<file path="src/rtl/rf_wb_arbiter.sv">
// Register-file write-port arbiter: single-cycle primary write-back shares the port
// with a small in-order FIFO of multi-cycle results, with newer-write-wins kill bits.
module rf_wb_arbiter #(
  parameter int DEPTH        = 2,
  parameter int STARVE_LIMIT = 4
) (
  input  logic        clk,
  input  logic        rst,
  input  logic        pri_valid,
  input  logic [4:0]  pri_rd,
  input  logic [31:0] pri_data,
  output logic        pri_stall,
  input  logic        sec_valid,
  input  logic [4:0]  sec_rd,
  input  logic [31:0] sec_data,
  output logic        sec_ready,
  input  logic [4:0]  probe_rd,
  output logic        pend_hit,
  output logic        rf_we,
  output logic [4:0]  rf_rd,
  output logic [31:0] rf_wdata
);

  localparam int         AW        = $clog2(DEPTH);
  localparam logic [3:0] LIMIT     = 4'(STARVE_LIMIT);
  localparam logic [0:0] ST_NORMAL = 1'b0;
  localparam logic [0:0] ST_FORCE  = 1'b1;

  logic [4:0]       rd_mem   [DEPTH];
  logic [31:0]      data_mem [DEPTH];
  logic [DEPTH-1:0] kill_reg;
  logic [DEPTH-1:0] kill_next;
  logic [AW:0]      wr_ptr_reg;
  logic [AW:0]      rd_ptr_reg;
  logic [3:0]       wait_cnt_reg;
  logic [3:0]       wait_cnt_next;
  logic [0:0]       state_reg;
  logic [0:0]       state_next;

  logic [AW-1:0]    wr_idx;
  logic [AW-1:0]    rd_idx;
  logic [AW:0]      count;
  logic             empty;
  logic             full;
  logic             head_kill;
  logic             head_live;
  logic [4:0]       head_rd;
  logic [31:0]      head_data;
  logic             pri_req;
  logic             force_now;
  logic             pri_grant;
  logic             head_grant;
  logic             pop;
  logic             push;
  logic [DEPTH-1:0] occ;
  logic [DEPTH-1:0] probe_match;
  logic [DEPTH-1:0] pri_match;

  assign wr_idx    = wr_ptr_reg[AW-1:0];
  assign rd_idx    = rd_ptr_reg[AW-1:0];
  assign count     = wr_ptr_reg - rd_ptr_reg;
  assign empty     = (wr_ptr_reg == rd_ptr_reg);
  assign full      = (wr_ptr_reg[AW] != rd_ptr_reg[AW]) && (wr_idx == rd_idx);
  assign head_kill = kill_reg[rd_idx];
  assign head_rd   = rd_mem[rd_idx];
  assign head_data = data_mem[rd_idx];
  assign head_live = !empty && !head_kill;

  // x0 writes are architecturally discarded, so they never compete for the port.
  assign pri_req    = pri_valid && (pri_rd != 5'd0);
  // A forced slot whose head was killed meanwhile degrades to normal arbitration.
  assign force_now  = (state_reg == ST_FORCE) && head_live;
  assign pri_grant  = pri_req && !force_now;
  assign head_grant = head_live && !pri_grant;
  assign pop        = head_grant || (!empty && head_kill);
  assign push       = sec_valid && !full && (sec_rd != 5'd0);

  // Per-slot occupancy, probe lookup and kill update.
  for (genvar gi = 0; gi < DEPTH; gi++) begin : g_slot
    logic [AW-1:0] offs;
    assign offs           = AW'(gi) - rd_idx;
    assign occ[gi]        = ({1'b0, offs} < count);
    assign probe_match[gi] = occ[gi] && !kill_reg[gi] && (rd_mem[gi] == probe_rd);
    assign pri_match[gi]  = occ[gi] && (rd_mem[gi] == pri_rd);

    always_comb begin
      kill_next[gi] = kill_reg[gi];
      if (push && (wr_idx == AW'(gi))) begin
        kill_next[gi] = 1'b0;
      end else if (pri_grant && pri_match[gi]) begin
        kill_next[gi] = 1'b1;
      end
    end
  end

  always_comb begin
    wait_cnt_next = wait_cnt_reg;
    if (pop || empty) begin
      wait_cnt_next = 4'd0;
    end else if (head_live && pri_grant && (wait_cnt_reg < LIMIT)) begin
      wait_cnt_next = wait_cnt_reg + 4'd1;
    end
  end

  always_comb begin
    state_next = ST_NORMAL;
    if ((state_reg == ST_NORMAL) && (wait_cnt_next == LIMIT)) begin
      state_next = ST_FORCE;
    end
  end

  always_ff @(posedge clk or posedge rst) begin
    if (rst) begin
      wr_ptr_reg   <= '0;
      rd_ptr_reg   <= '0;
      kill_reg     <= '0;
      wait_cnt_reg <= 4'd0;
      state_reg    <= ST_NORMAL;
    end else begin
      if (push) wr_ptr_reg <= wr_ptr_reg + 1'b1;
      if (pop)  rd_ptr_reg <= rd_ptr_reg + 1'b1;
      kill_reg     <= kill_next;
      wait_cnt_reg <= wait_cnt_next;
      state_reg    <= state_next;
    end
  end

  // Payload storage needs no reset: occupancy is governed by the pointers alone.
  always_ff @(posedge clk) begin
    if (push) begin
      rd_mem[wr_idx]   <= sec_rd;
      data_mem[wr_idx] <= sec_data;
    end
  end

  always_comb begin
    rf_we    = 1'b0;
    rf_rd    = 5'd0;
    rf_wdata = 32'd0;
    if (!rst) begin
      if (pri_grant) begin
        rf_we    = 1'b1;
        rf_rd    = pri_rd;
        rf_wdata = pri_data;
      end else if (head_grant) begin
        rf_we    = 1'b1;
        rf_rd    = head_rd;
        rf_wdata = head_data;
      end
    end
  end

  assign sec_ready = !rst && !full;
  assign pri_stall = !rst && pri_req && force_now;
  assign pend_hit  = !rst && (probe_rd != 5'd0) && (|probe_match);

endmodule

</file>
<file path="config.mk">
export PLATFORM = sky130hd
export DESIGN_NAME = rf_wb_arbiter
export DESIGN_NICKNAME = d
export VERILOG_FILES = /design/src/rtl/rf_wb_arbiter.sv
export SDC_FILE = /design/constraint.sdc
export NUM_CORES = 1
export LEC_CHECK = 0
export ABC_AREA = 1
export BUFFER_PORTS_ARGS = -buffer_cell sky130_fd_sc_hd__buf_2
export CAP_MARGIN = 20
export CORE_MARGIN = 2
export CORE_UTILIZATION = 47
export DETAILED_ROUTE_END_ITERATION = 10
export GPL_TIMING_DRIVEN = 0
export PLACE_DENSITY = 0.75
export SLEW_MARGIN = 20
export SYNTH_ARGS = -nofsm -noshare
export SYNTH_HDL_FRONTEND = slang
export SYNTH_SLANG_ARGS = --single-unit
</file>
<file path="constraint.sdc">
create_clock -name clk -period 3.4 [get_ports clk]
set_clock_uncertainty 0.2 [all_clocks]
set_input_delay 0.17 -clock clk [delete_from_list [all_inputs] [get_ports clk]]
set_output_delay 0.17 -clock clk [all_outputs]
set_load 0.01 [all_outputs]
</file>
Word level (Yosys, flattened, before mapping)
Memories as Yosys holds them, arrays and structs flattened.
Cells that the tools add are included.
- order comparisons: 4
- add/subtract/negate cells: 6
- bitwise gates (word level): 2
- mux-type cells: 20
- eq/ne operators: 8
- reduce and logical (&&, ||, !) cells: 43
- operators by type and width (cell ; count):
    32-bit 2-to-1 mux ; 3
    1-bit logical AND ; 27
    5-bit equality test ; 4
    5-bit 2-to-1 mux ; 3
    5-bit nonzero test ; 3
    1-bit 2-to-1 mux ; 12
    1-bit logical NOT ; 8
    4-bit 2-to-1 mux ; 2
    2-bit by 1-bit adder with 2-bit output (second input constant) ; 2
    4-bit by 1-bit adder with 4-bit output (second input constant) ; 1
    4-bit by 3-bit equality test with 1-bit output (second input constant) ; 1
    1-bit by 2-bit less-than comparator with 1-bit output ; 2
    4-bit by 3-bit less-than comparator with 1-bit output (second input constant) ; 1
    2-bit nonzero test ; 2
    2-bit equality test ; 1
    1-bit logical OR ; 2
    1-bit by 2-bit less-than comparator with 1-bit output (second input constant) ; 1
    1-bit NOT ; 2
    2-bit OR reduction ; 1
    1-bit subtractor (first input constant) ; 2
    2-bit subtractor ; 1
    1-bit equality test ; 1
    1-bit inequality test ; 1
- memories kept: 2
- bits in registers: 11
- logic and storage cells: 91
- output and inout bits: 41
- input bits: 83
- RAM bits: 74
- memory list (memory ; words ; bits a word ; rd ports ; clocked after Yosys merged registers in ; wr ports ; RTL line ; RTL):
    data_mem ; 2 ; 32 ; 1 ; 0 ; 1 ; 30 ; logic [31:0] data_mem [DEPTH];
    rd_mem ; 2 ; 5 ; 3 ; 0 ; 1 ; 29 ; logic [4:0] rd_mem [DEPTH];

Longest topological paths before layout
- depth in word-level cells: 15
- gate-level depth with buffers: 11
- gate-level depth less buffers: 9

Worst setup path after synthesis
OpenSTA, ideal clock, no wires.
- kind: reg2reg
- start: reg wr_ptr_reg[0]
- end: mem data_mem[1][0], enable pin
- required time: 2765 ps
- data arrival time: 2674 ps
- buffers on the path: 0
- path slack: 91 ps
- stages on the path, launching flop included: 6
- clock period less this slack: 3309 ps
- library setup time: 435 ps
- cells stage by stage: dfrtp_1 > inv_1 > ha_1 > nand3_1 > nand3_1 > nor2_1
- cells in the longest elaborated chain, start to end: 7
- ends and longest elaborated chain (item ; RTL line ; RTL):
    start, declared ; 33 ; logic [AW:0] wr_ptr_reg;
    start signal, assigned ; 120 ; if (push) wr_ptr_reg <= wr_ptr_reg + 1'b1;
    1-bit equality test ; 63 ; assign full = (wr_ptr_reg[AW] != rd_ptr_reg[AW]) && (wr_idx == rd_idx);
    1-bit logical AND ; 63 ;
    1-bit logical NOT ; 76 ; assign push = sec_valid && !full && (sec_rd != 5'd0);
    1-bit logical AND (2 in series) ; 76 ;
    1-bit 2-to-1 mux ; 130 ; if (push) begin
    1-bit 2-to-1 mux (not written as such) ; 132 ; data_mem[wr_idx] <= sec_data;
    end, declared ; 30 ;
Parallel ways exist; a longest one is shown, timed or not.

Final worst setup path
- start: reg wr_ptr_reg[0]
- end: out rf_wdata[11]
- cells in the longest elaborated chain, start to end: 11
- ends and longest elaborated chain (item ; RTL line ; RTL):
    2-bit equality test * ; 62 ; assign empty = (wr_ptr_reg == rd_ptr_reg);
    1-bit logical NOT * ; 67 ; assign head_live = !empty && !head_kill;
    1-bit logical AND * ; 67 ;
    1-bit logical AND ; 72 ; assign force_now = (state_reg == ST_FORCE) && head_live;
    1-bit logical NOT ; 73 ; assign pri_grant = pri_req && !force_now;
    1-bit logical AND ; 73 ;
    1-bit logical NOT ; 74 ; assign head_grant = head_live && !pri_grant;
    1-bit logical AND ; 74 ;
    32-bit 2-to-1 mux ; 145 ; end else if (head_grant) begin
    32-bit 2-to-1 mux * ; 141 ; if (pri_grant) begin
    32-bit 2-to-1 mux * ; 140 ; if (!rst) begin
    end, declared ; 21 ; output logic [31:0] rf_wdata
Mark *: on every way between the ends. The rest lies on a longest branch, timed or not.

==> results.txt <==
Design Area, Final: 5780 um2
CP max FO: 10
Async SR Flop Fraction: 12.9%
Setup crit end: rf_wdata[11]
XOR/XNOR Fraction of Synth Area: 1.79%
Root Buffer: clkbuf_8
IO Port Bufs: 122
DR vias: 3999
Initial antenna violation count: 0
Initial Utilization: 48.1%
FF-to-FF End: data_mem[1][8]$_DFFE_PP_
Leakage: 0.00263 uW
Post-CTS Setup Repair Bufs: 0
Placed cell count: 713
Post-CTS sizing: 0
P per Cell Area: 714 nW/um2
Vias/cell: 5.21
Status: finished clean
GP Congestion: 0.903
Mux cell area share after synthesis: 0.227%
Post-synth EDFFs: 74
Dpl hpwl: 8180 um
Synth Flop Type: edfxtp_1
Non-Filler Instances: 767
Adder-Cell Fraction of Synth Area: 1.14%
Syn Inst Count: 478
Core Region: 9150 um2
Largest net degree at the start of global routing: 25
WP data required: 3030 ps
Critical path class: flop to output pin
Nets: 738
Peak supply drop: 0.328 mV
Max_slew headroom: 50.6%
Post-Syn Area: 4400 um2
Yosys reg bits: 85
First-pass GRT wire length: 18500 um
Maximum buffer depth of the clock tree: 2
Synth Area in Compound Gates: 7.19%
Largest family of logic cells by synthesized area: simple AND/OR/NAND/NOR gates
Post-synthesis sequential area ratio: 56.7%
Height of the chip: 101 um
Seq. cell area: 2500 um2
DR iter-0 viols: 186
H-tree depth: 3
Hold Buf Count CTS: 38
Hold WS: 76.3 ps
Distinct cell type count of the synthesized netlist: 29
Arr. time, crit path: 2400 ps
TritonCTS clock tree: built
Crit. Startpoint: wr_ptr_reg[0]$_DFFE_PP0P_
Multi-input gate area: 1650 um2
Ys Warns: 0
Die width: 101 um
DRC Markers: 0
Max FFs per register: 64
Tmin final: 2770 ps
Power Total: 4130 uW
IO Count: 124
Fmax: 361 MHz
RSZ-0062 raised after global routing: no
Diodes inserted: 0
Post-route ant nets: 0
Fillers: 758
Simple logic cell fraction of the synthesized area: 26.8%
Fin. Hold Viols: 0
Area Overhead vs Synth: 31.4%
Global route total overflow: 0
DIE AREA: 10200 um2
Area post-placement: 5220 um2
Total wire length: 11500 um
Post-Syn Nets: 565
FP Rows: 35
Max Cap Viol: 0
Worst slew pin tran: 742 ps
Vias in the first global route: 3949
Hold crit path type: input pin to flop
CP endpoint kind: output pin
DRT Pass-1 Iters: 4
RR Startpoint: wr_ptr_reg[0]$_DFFE_PP0P_
Max Transition Viols Final: 0
FF-to-FF path depth: 6
Synthesized area per cell: 9.21 um2
Cts bufs inserted: 9
Slack of the worst reg-to-reg path: 710 ps
Crit path launch type: flop
Clk Latency, worst-skew pair: 370 ps
Reg clk slew, reported paths: 100 ps
Final Cycle Share: 81.4%
DR WL/cell: 15.0 um
Setup-failing EPs final: 0
Total clock sinks: 85
Gr usage total: 23.7%
Share of layout cells above drive strength 1: 28.7%
## layer usage
layer	routed length [um]	global-route usage, %
met5	0	0
met4	376	11.6
met3	726	3.33
met2	6010	41.5
met1	4430	28.5
## how the worst min path moves through the flow
| stage | endpoint | startpoint | cells past startpoint | slack (ps) |
|---|---|---|---|---|
| floorplan | kill_reg[0]$_DFFE_PP0P_ | rst | 2 | 40 |
| global placement | data_mem[1][19]$_DFFE_PP_ | sec_data[19] | 1 | 160 |
| detailed placement | data_mem[0][8]$_DFFE_PP_ | sec_data[8] | 1 | 160 |
| CTS | wr_ptr_reg[0]$_DFFE_PP0P_ | sec_valid | 3 | 80 |
| global route | wr_ptr_reg[0]$_DFFE_PP0P_ | sec_valid | 3 | 80 |
| finish | wr_ptr_reg[0]$_DFFE_PP0P_ | sec_valid | 3 | 80 |
## critical path, stage by stage, from the launching register on
cell,delay [ps]
dfrtp_1,440
inv_1,150
ha_1,370
nand3_4,140
nand2_2,70
inv_2,90
buf_6,140
buf_4,180
nand3_1,130
a21oi_2,160
buf_2,160
## synthesized netlist by cell type, drive strengths merged (4+ instances only)
master | instances | area share, %
nand2 | 190 | 17
edfxtp | 74 | 50
nand3 | 52 | 6.5
a21oi | 43 | 5.7
inv | 30 | 2.6
nor2 | 21 | 1.8
buf | 13 | 2.6
clkbuf | 11 | 0.94
dfrtp | 11 | 6.3
o21ai | 9 | 1.3
xnor2 | 6 | 1.2
ha | 4 | 1.1
nand4 | 4 | 0.57
## stage by stage
step | setup TNS, ps | worst slack, ps | util [%]
finish | 0 | 632 | 63.2
global route | 0 | 505 | 63.2
CTS | 0 | 642 | 63.2
detailed placement | 0 | 711 | 57.0
global placement | -69500 | -955 | 56.3
floorplan | 0 | 91.0 | -
## cell type report
type	count	share of cell area (%)
Multi-Input combinational cell	339	28.5
Clock buffer	9	2.14
Timing Repair Buffer	162	18.0
Inverter	30	1.99
Buffer	24	2.68
Sequential cell	85	43.2
Tap cell	111	2.40
Clock inverter	7	1.12
## power breakdown
part / switching [uW] / internal (uW)
Clock: 412 / 285
Sequential: 116 / 1470
Combinational: 1190 / 662
Total: 1710 / 2420
## cell usage in the layout (no fill, tap or decap), types with 2 or more instances in the layout
master,synthesis,layout
a21oi_1,33,33
a21oi_2,10,10
buf_12,1,2
buf_2,6,128
buf_6,5,5
clkbuf_1,11,11
clkbuf_8,0,9
dfrtp_1,11,11
dlygate4sd3_1,0,38
edfxtp_1,74,74
ha_1,4,4
inv_1,26,26
inv_2,3,3
inv_6,0,3
inv_8,0,2
nand2_1,175,175
nand2_2,14,14
nand3_1,50,50
nand3_4,2,2
nand3b_1,3,3
nand4_1,4,4
nor2_1,20,18
nor2_4,0,2
nor3_1,2,2
o21ai_0,8,8
xnor2_1,6,6
xor2_1,3,3
## cell families (layout without fill, tap and decap cells)
family,count (synthesis),in the layout
adders and majority gates,4,4
DFF,85,85
xor gates and xnor gates,9,9
muxes,1,1
AOI/OAI and AO/OA,53,53
and+or+nand+nor,272,272
buffers and inverters,54,232
(Power assumes the default switching activity.)
